<file path="src/rtl/pxconv_pkg.sv">
// pxconv_pkg
//   Shared by the pixel converter and the BRAM window reader.
//   Holds the default frame geometry, the grey pixel width, the reader FSM
//   state type and the 16-bit -> 8-bit grey saturation helper.
package pxconv_pkg;

  localparam int IMG_W     = 640;
  localparam int IMG_H     = 480;
  localparam int WND_ROWS  = 8;
  localparam int WND_DEPTH = WND_ROWS * IMG_W;
  localparam int GREY_W    = 8;

  typedef enum logic [1:0] {
    RD_IDLE     = 2'd0,
    RD_WAIT_ROW = 2'd1,
    RD_READ_ROW = 2'd2,
    RD_DRAIN    = 2'd3
  } rd_state_e;

  // Any grey value that does not fit in 8 bits clips to full white.
  function automatic logic [GREY_W-1:0] grey_sat(input logic [15:0] word);
    return (word[15:8] == 8'h00) ? word[GREY_W-1:0] : {GREY_W{1'b1}};
  endfunction

endpackage

</file>
<file path="src/rtl/bram_wnd_reader_if.sv">
// bram_wnd_reader_if
//   Bus bundle of the window reader: the BRAM read port (rd_en / rd_addr /
//   rd_data, one cycle read latency) and the outgoing pixel stream
//   (data / valid / ready plus sof / eol qualifiers).
//   master : the reader (drives the read port and the pixel stream)
//   slave  : the BRAM plus the downstream consumer
interface bram_wnd_reader_if #(
  parameter int ADDR_W = 32
);

  logic              bram_rd_en;
  logic [ADDR_W-1:0] bram_rd_addr;
  logic [31:0]       bram_rd_data;
  logic [7:0]        px_out_data;
  logic              px_out_valid;
  logic              px_out_ready;
  logic              px_out_sof;
  logic              px_out_eol;

  modport master (
    output bram_rd_en,
    output bram_rd_addr,
    input  bram_rd_data,
    output px_out_data,
    output px_out_valid,
    input  px_out_ready,
    output px_out_sof,
    output px_out_eol
  );

  modport slave (
    input  bram_rd_en,
    input  bram_rd_addr,
    output bram_rd_data,
    input  px_out_data,
    input  px_out_valid,
    output px_out_ready,
    input  px_out_sof,
    input  px_out_eol
  );

endinterface

</file>
<file path="src/rtl/px_skid_buf.sv">
// px_skid_buf
//   Two-entry FIFO that decouples the fixed-latency BRAM read pipe from a
//   stalling downstream consumer.
//   clk, rst_n         clock, asynchronous active-low reset (empties the buffer)
//   in_valid, in_data  write side; the producer only writes when count leaves room
//   out_valid          buffer non-empty
//   out_ready          consumer accepts when out_valid && out_ready
//   out_data           head entry, forced to 0 while empty
//   count              current occupancy (0..2), used by the producer for flow control
module px_skid_buf
  import pxconv_pkg::*;
#(
  parameter int PAYLOAD_W = GREY_W + 2
) (
  input  logic                 clk,
  input  logic                 rst_n,
  input  logic                 in_valid,
  input  logic [PAYLOAD_W-1:0] in_data,
  output logic                 out_valid,
  input  logic                 out_ready,
  output logic [PAYLOAD_W-1:0] out_data,
  output logic [1:0]           count
);

  logic [PAYLOAD_W-1:0] mem [2];
  logic                 wr_ptr;
  logic                 rd_ptr;
  logic [1:0]           cnt;
  logic                 push;
  logic                 pop;

  // A write into a full buffer is dropped rather than overwriting the head.
  assign push      = in_valid && (cnt != 2'd2);
  assign out_valid = (cnt != 2'd0);
  assign pop       = out_valid && out_ready;
  assign count     = cnt;

  // Gating keeps data/flags at 0 while empty, including straight out of reset.
  assign out_data  = out_valid ? mem[rd_ptr] : '0;

  always_ff @(posedge clk) begin
    if (push) begin
      mem[wr_ptr] <= in_data;
    end
  end

  always_ff @(posedge clk or negedge rst_n) begin
    if (!rst_n) begin
      wr_ptr <= 1'b0;
      rd_ptr <= 1'b0;
      cnt    <= 2'd0;
    end else begin
      if (push) begin
        wr_ptr <= ~wr_ptr;
      end
      if (pop) begin
        rd_ptr <= ~rd_ptr;
      end
      cnt <= cnt + {1'b0, push} - {1'b0, pop};
    end
  end

endmodule

</file>
<file path="src/rtl/bram_wnd_reader.sv">
// bram_wnd_reader
//   Consumer end of the greyscale line-buffer BRAM ring. Once the converter
//   flags a full window, rows are read out of the ring one at a time, streamed
//   through a 2-entry skid buffer, and each fully accepted row is returned to
//   the converter as a pixel_ack pulse so that slot can be refilled.
//   clk, rst_n    clock, asynchronous active-low reset
//   wnd_in_bram   converter flag; its rising edge grants WND_ROWS row credits
//   row_wr_done   1-cycle pulse, grants one further row credit
//   bus           BRAM read port + pixel stream (master modport)
//   pixel_ack     1-cycle pulse after the eol pixel of a row is accepted
//   frame_done    1-cycle pulse after the last pixel of the frame is accepted
//   busy          FSM is not idle
module bram_wnd_reader
  import pxconv_pkg::*;
#(
  parameter int IMG_W    = pxconv_pkg::IMG_W,
  parameter int IMG_H    = pxconv_pkg::IMG_H,
  parameter int WND_ROWS = pxconv_pkg::WND_ROWS,
  parameter int ADDR_W   = 32
) (
  input  logic                     clk,
  input  logic                     rst_n,
  input  logic                     wnd_in_bram,
  input  logic                     row_wr_done,
  bram_wnd_reader_if.master        bus,
  output logic                     pixel_ack,
  output logic                     frame_done,
  output logic                     busy
);

  localparam int COL_W      = (IMG_W > 1) ? $clog2(IMG_W) : 1;
  localparam int ROW_W      = (IMG_H > 1) ? $clog2(IMG_H) : 1;
  localparam int CRED_W     = $clog2(WND_ROWS + 1);
  localparam int RING_DEPTH = WND_ROWS * IMG_W;

  localparam logic [COL_W-1:0]  COL_LAST  = COL_W'(IMG_W - 1);
  localparam logic [ROW_W-1:0]  ROW_LAST  = ROW_W'(IMG_H - 1);
  localparam logic [CRED_W-1:0] CRED_MAX  = CRED_W'(WND_ROWS);
  localparam logic [ADDR_W-1:0] ADDR_LAST = ADDR_W'(RING_DEPTH - 1);

  rd_state_e         state;
  logic [CRED_W-1:0] credits;
  logic [COL_W-1:0]  col;
  logic [ROW_W-1:0]  row;
  logic [ADDR_W-1:0] rd_addr;
  logic              wnd_q;

  logic              rd_valid_q;
  logic              rd_sof_q;
  logic              rd_eol_q;

  logic              rd_en;
  logic              row_start;
  logic              wnd_rise;
  logic              pop;
  logic              eol_accept;
  logic [2:0]        in_use;
  logic [2:0]        capacity;

  logic [GREY_W+1:0] skid_in;
  logic [GREY_W+1:0] skid_out;
  logic              skid_valid;
  logic [1:0]        skid_count;

  // Only the low 16 bits of a BRAM word carry grey data.
  logic              unused_hi;
  assign unused_hi = &{1'b0, bus.bram_rd_data[31:16]};

  assign wnd_rise   = wnd_in_bram && !wnd_q;
  assign row_start  = (state == RD_WAIT_ROW) && (credits != '0);
  assign pop        = skid_valid && bus.px_out_ready;
  assign eol_accept = pop && skid_out[GREY_W];

  // A slot freed by this cycle's pop is counted as available, which is what
  // sustains one read per clock while the consumer keeps ready high.
  assign in_use   = {1'b0, skid_count} + {2'b00, rd_valid_q};
  assign capacity = 3'd2 + {2'b00, pop};
  assign rd_en    = (state == RD_READ_ROW) && (in_use < capacity);

  assign busy = (state != RD_IDLE);

  // FSM, credit counter, column/row counters, ring address and the one-deep
  // tag pipe that travels alongside the BRAM read latency.
  always_ff @(posedge clk or negedge rst_n) begin
    if (!rst_n) begin
      state      <= RD_IDLE;
      credits    <= '0;
      col        <= '0;
      row        <= '0;
      rd_addr    <= '0;
      wnd_q      <= 1'b0;
      rd_valid_q <= 1'b0;
      rd_sof_q   <= 1'b0;
      rd_eol_q   <= 1'b0;
      pixel_ack  <= 1'b0;
      frame_done <= 1'b0;
    end else begin
      wnd_q      <= wnd_in_bram;
      pixel_ack  <= 1'b0;
      frame_done <= 1'b0;

      rd_valid_q <= rd_en;
      rd_sof_q   <= rd_en && (col == '0) && (row == '0);
      rd_eol_q   <= rd_en && (col == COL_LAST);

      // The window flag reloads the full ring; a simultaneous grant and
      // consume cancel out.
      if (wnd_rise) begin
        credits <= CRED_MAX;
      end else if (row_wr_done && !row_start) begin
        if (credits != CRED_MAX) begin
          credits <= credits + CRED_W'(1);
        end
      end else if (!row_wr_done && row_start) begin
        credits <= credits - CRED_W'(1);
      end

      case (state)
        RD_IDLE: begin
          if (credits != '0) begin
            state <= RD_WAIT_ROW;
          end
        end

        RD_WAIT_ROW: begin
          if (credits != '0) begin
            col   <= '0;
            state <= RD_READ_ROW;
          end
        end

        RD_READ_ROW: begin
          if (rd_en) begin
            rd_addr <= (rd_addr == ADDR_LAST) ? '0 : rd_addr + ADDR_W'(1);
            if (col == COL_LAST) begin
              col   <= '0;
              state <= RD_DRAIN;
            end else begin
              col <= col + COL_W'(1);
            end
          end
        end

        RD_DRAIN: begin
          if (eol_accept) begin
            pixel_ack <= 1'b1;
            if (row == ROW_LAST) begin
              frame_done <= 1'b1;
              row        <= '0;
              state      <= RD_IDLE;
            end else begin
              row   <= row + ROW_W'(1);
              state <= RD_WAIT_ROW;
            end
          end
        end

        default: state <= RD_IDLE;
      endcase
    end
  end

  assign skid_in = {rd_sof_q, rd_eol_q, grey_sat(bus.bram_rd_data[15:0])};

  px_skid_buf #(
    .PAYLOAD_W (GREY_W + 2)
  ) u_skid (
    .clk       (clk),
    .rst_n     (rst_n),
    .in_valid  (rd_valid_q),
    .in_data   (skid_in),
    .out_valid (skid_valid),
    .out_ready (bus.px_out_ready),
    .out_data  (skid_out),
    .count     (skid_count)
  );

  assign bus.bram_rd_en   = rd_en;
  assign bus.bram_rd_addr = rd_addr;
  assign bus.px_out_valid = skid_valid;
  assign bus.px_out_sof   = skid_out[GREY_W+1];
  assign bus.px_out_eol   = skid_out[GREY_W];
  assign bus.px_out_data  = skid_out[GREY_W-1:0];

endmodule

</file>
<file path="src/flat_wrapper.sv">
// flat-port wrapper written by rule: the top's interface ports become plain ports
module bram_wnd_reader_flat import pxconv_pkg::*;
#(
  parameter int IMG_W    = pxconv_pkg::IMG_W,
  parameter int IMG_H    = pxconv_pkg::IMG_H,
  parameter int WND_ROWS = pxconv_pkg::WND_ROWS,
  parameter int ADDR_W   = 32
)
  (clk, rst_n, wnd_in_bram, row_wr_done, pixel_ack, frame_done, busy, bus_bram_rd_en, bus_bram_rd_addr, bus_bram_rd_data, bus_px_out_data, bus_px_out_valid, bus_px_out_ready, bus_px_out_sof, bus_px_out_eol);
  bram_wnd_reader_if #(.ADDR_W(ADDR_W)) bus_i ();
  input  logic clk;
  input  logic rst_n;
  input  logic wnd_in_bram;
  input  logic row_wr_done;
  output logic pixel_ack;
  output logic frame_done;
  output logic busy;
  output wire logic [$bits(bus_i.bram_rd_en)-1:0] bus_bram_rd_en;
  output wire logic [$bits(bus_i.bram_rd_addr)-1:0] bus_bram_rd_addr;
  input wire logic [$bits(bus_i.bram_rd_data)-1:0] bus_bram_rd_data;
  output wire logic [$bits(bus_i.px_out_data)-1:0] bus_px_out_data;
  output wire logic [$bits(bus_i.px_out_valid)-1:0] bus_px_out_valid;
  input wire logic [$bits(bus_i.px_out_ready)-1:0] bus_px_out_ready;
  output wire logic [$bits(bus_i.px_out_sof)-1:0] bus_px_out_sof;
  output wire logic [$bits(bus_i.px_out_eol)-1:0] bus_px_out_eol;
  assign bus_bram_rd_en = bus_i.bram_rd_en;
  assign bus_bram_rd_addr = bus_i.bram_rd_addr;
  assign bus_i.bram_rd_data = bus_bram_rd_data;
  assign bus_px_out_data = bus_i.px_out_data;
  assign bus_px_out_valid = bus_i.px_out_valid;
  assign bus_i.px_out_ready = bus_px_out_ready;
  assign bus_px_out_sof = bus_i.px_out_sof;
  assign bus_px_out_eol = bus_i.px_out_eol;
  bram_wnd_reader #(.IMG_W(IMG_W), .IMG_H(IMG_H), .WND_ROWS(WND_ROWS), .ADDR_W(ADDR_W)) u_core (.clk(clk), .rst_n(rst_n), .wnd_in_bram(wnd_in_bram), .row_wr_done(row_wr_done), .bus(bus_i), .pixel_ack(pixel_ack), .frame_done(frame_done), .busy(busy));
endmodule
</file>
<file path="config.mk">
export PLATFORM = sky130hd
export DESIGN_NAME = bram_wnd_reader_flat
export DESIGN_NICKNAME = d
export VERILOG_FILES = /design/src/rtl/pxconv_pkg.sv /design/src/rtl/bram_wnd_reader_if.sv /design/src/rtl/px_skid_buf.sv /design/src/rtl/bram_wnd_reader.sv /design/src/flat_wrapper.sv
export SDC_FILE = /design/constraint.sdc
export NUM_CORES = 1
export LEC_CHECK = 0
export ABC_AREA = 1
export CORE_MARGIN = 10
export CORE_UTILIZATION = 26
export CTS_CLUSTER_SIZE = 16
export DETAILED_ROUTE_END_ITERATION = 8
export PLACE_DENSITY_LB_ADDON = 0.1
export SYNTH_ARGS = -nofsm -noshare
export SYNTH_HDL_FRONTEND = slang
export SYNTH_SLANG_ARGS = --single-unit
</file>
<file path="constraint.sdc">
create_clock -name clk -period 3.4 [get_ports clk]
set_clock_uncertainty 0.05 [all_clocks]
set_input_delay 0.68 -clock clk [delete_from_list [all_inputs] [get_ports clk]]
set_output_delay 0.68 -clock clk [all_outputs]
set_load 0.01 [all_outputs]
</file>
==> impl_metrics.csv <==
group,metric,value,unit
yosys,synth_edf_count,20,
critical_path,setup.worst_path.end_class,"primary output",
flow_run,maxCapViolations,0,
clocking,htree_levels,3,
grt,grt_antenna_before_repair,0,
routing,drt_pass1_iterations,4,
routing,vias,4629,
critical_path,timing.rr.end,"u_core.credits[3]",
floorplan,rows,51,
yosys,synth.area.top_cells,"dfrtp_1 (32%), nand2_1 (16%), edfxtp_1 (12%)",
yosys,yosys_warnings,0,
clocking,clockBufferDepth,2,
critical_path,crit_path_top_delay_cell,"clkdlybuf4s50_1",
yosys,yosysUniqueCellTypes,34,
critical_path,crit_path_end,"bus_bram_rd_en",
critical_path,r2r_setup_slack,1200,ps
routing,drt_iter0_markers,248,
placed_design,hpwlAfterDp,10.80,mm
timing,fin_crit_sh,84.29,%
layout,utilization,33.11,%
layout,layoutNonFillerInstCount,1047,
critical_path,cp_cell_sequence,"clkdlybuf4s50_1, nand3_2, nand2_2, nand3_4, clkinv_2, clkdlybuf4s50_1",
floorplan,start_util,26.58,%
grt,grt_pass1_wl,23.83,mm
critical_path,arrival,2140,ps
clocking,numCtsBuffers,9,
yosys,yosysSeqAreaShare,43.88,%
pwr,leakagePower,2.739,nW
yosys,async_reset_ff_share,77.01,%
critical_path,crit_path_start_kind,"input pin",
timing,setup_tns,0,ps
timing,setup-violations-final,0,
placed_design,dpl.cell_count,1031,
clocking,clk_latency,350,ps
clocking,cts.sinks,87,
placed_design,finalWeightedCongestion,0.8371,
timing,tightest_slew,900.2,ps
floorplan,die_x,161.3,µm
clocking,cts_setup_buffers,0,
clocking,tritoncts,"done",
routing,ant_nets,0,
yosys,synth_top_area_share,32.30,%
timing,hold_violations,0,
grt,grt_max_degree,40,
layout,antenna_cells,0,
critical_path,r2r_start,"u_core.state[1]",
yosys,synthCells,707,
floorplan,die_area,0.02601,mm²
yosys,yosysTopAreaCell,"dfrtp_1",
layout,final_layout_size_suffix_gt1_share,5.754,%
floorplan,core-area,0.01953,mm²
yosys,ys.flop_type,"dfrtp_1",
timing,slew_viol_final,0,
critical_path,cp_common_cell,"clkdlybuf4s50_1",
critical_path,required,2670,ps
yosys,synth_area_per_cell,7.341,µm²
timing,max-slew-margin-rel,39.76,%
hold_path,hold_path_class,"in -> async",
placed_design,io_buffers,67,
routing,drcViolationCount,0,
layout,synthToLayoutAreaGrowth,24.57,%
grt,track_usage,11.22,%
grt,grt_overflow,0,
critical_path,crit_buf_inv,3,
yosys,synth_fp_nets,762,
floorplan,io_pins,84,
clocking,cts_hold_buf,0,
clocking,root_buffer,"clkbuf_16",
pwr,p_per_area,753.9,mW/mm²
critical_path,worst-setup-path-type,"in -> out",
critical_path,critPathLaunch,"bus_px_out_ready",
yosys,netlist_area,0.005190,mm²
outcome,outcome,"finished clean",
clocking,ctsResizeCount,0,
critical_path,critical_path.top_delay_family,"buffers and inverters",
grt,grt_pass1_vias,4660,
floorplan,die_height,161.3,µm
layout,fin_nets,832,
critical_path,path_depth,6,
yosys,ys_seq_elements,87,
timing,grt_setup_unrepaired,"false",
critical_path,r2r_cells,13,
pwr,ir_drop,0.3450,mV
timing,fmax,348.9,MHz
critical_path,path_max_fanout,4,
critical_path,crit_path_max_incr_delay,560,ps
routing,drt_wl_total,14.35,mm
routing,wire_per_inst,13.70,µm
clocking,clkSlewWorstSetupHoldPaths,70,ps
timing,period_minus_slack,2866,ps
routing,viasPerCell,4.421,
cell usage after synthesis (2+ instances only):
cell type    n
nand3_1     66
o21ai_1      7
dfrtp_1     67
clkbuf_1     3
edfxtp_1    20
nand2_1    228
inv_1       81
nor3_1      13
buf_2        5
ha_1        18
nand2_2      4
buf_6        3
nand4_1     11
buf_4        2
nor2_1      84
o21ai_0     30
inv_2        5
xor2_1      11
nor2_2       7
xnor2_1     10
nor4_1       4
a21oi_1     16
per-stage QoR:
step / setup WS (ps) / hold WS (ps) / instance area, µm² / power, W
finish: 534.1 / 305.1 / 6465 / 0.004874
global route: 438.0 / 362.4 / 6465 / 0.005326
CTS: 506.3 / 334.9 / 6465 / 0.004971
detailed placement: 515.2 / 396.8 / 6143 / 0.003848
global placement: 511.0 / 382.4 / 6143 / 0.003822
floorplan: 1264 / 334.4 / 5190 / 0.002957
flip-flops by register name (all words and copies together), names as in the netlist:
register,count
u_core.credits,4
u_core.pixel_ack,1
u_core.u_skid.count,2
u_core.row,9
u_core.u_skid.wr_ptr,1
u_core.u_skid.rd_ptr,1
u_core.u_skid.mem,20
u_core.col,10
u_core.rd_eol_q,1
u_core.bus.bram_rd_addr,32
u_core.frame_done,1
u_core.rd_sof_q,1
u_core.state,2
u_core.wnd_q,1
u_core.rd_valid_q,1
placed cells by master, fill, tap and decap left out, drive strengths merged:
| cell | instances |
|---|---|
| nand2 | 233 |
| nor2 | 91 |
| inv | 88 |
| nand3 | 68 |
| dfrtp | 67 |
| clkdlybuf4s50 | 66 |
| o21ai | 37 |
| edfxtp | 20 |
| ha | 18 |
| a21oi | 16 |
| nor3 | 13 |
| nand4 | 11 |
| xor2 | 11 |
| xnor2 | 10 |
| clkbuf | 10 |
| buf | 7 |
| nor4 | 4 |
| bufinv | 2 |
| nand3b | 2 |
| or2 | 2 |
| clkinvlp | 2 |
| and2 | 1 |
| clkinv | 1 |
| a31o | 1 |
| o31ai | 1 |
cells by family (layout without fill, tap and decap cells):
family | Yosys count | in the layout | share of synthesized area [%]
adders and majority gates | 18 | 18 | 4.340
and+or+nand+nor | 425 | 425 | 34.79
DFF | 87 | 87 | 43.88
AOI/OAI and AO/OA | 55 | 55 | 5.424
buffers and inverters | 101 | 176 | 8.028
xor gates and xnor gates | 21 | 21 | 3.544
cell type report:
| cell class | instances | area, µm² |
|---|---|---|
| fillers | 2077 | 13060 |
| multi-input cells | 519 | 2496 |
| flip-flops and latches | 87 | 2277 |
| repair buffers | 73 | 710.7 |
| well taps | 265 | 331.6 |
| inverters | 87 | 327.8 |
| clock buffers | 10 | 229.0 |
| clock inverters | 6 | 92.59 |
worst min path at each step:
stage / startpoint / cells past startpoint / to / slack (ps)
3_5_place_dp: u_core.rd_sof_q / 0 / u_core.u_skid.mem[0][9] / 400
5_1_grt: rst_n / 1 / u_core.row[4] / 360
6_report: rst_n / 1 / u_core.row[4] / 310
4_1_cts: rst_n / 1 / u_core.row[4] / 330
2_1_floorplan: rst_n / 0 / u_core.bus.bram_rd_addr[0] / 330
3_3_place_gp: u_core.rd_eol_q / 0 / u_core.u_skid.mem[0][8] / 380
layer usage:
| layer | vias up | part of all wire [%] | global-route usage (%) | wire [µm] |
|---|---|---|---|---|
| met1 | 2150 | 47 | 13.70 | 6788 |
| met4 | 0 | 1.7 | 3.309 | 248 |
| met2 | 80 | 46 | 18.35 | 6595 |
| met5 | - | 0 | 0 | 0 |
| li1 | 2385 | - | - | - |
| met3 | 14 | 5.0 | 3.787 | 711 |
power breakdown:
| part | internal, W | switching, W | total, W |
|---|---|---|---|
| clock network | 0.000650 | 0.000437 | 0.00109 |
| registers | 0.00133 | 0.000352 | 0.00168 |
| logic | 0.000896 | 0.00121 | 0.00210 |
No activity file was read; power rests on OpenSTA's default activity.
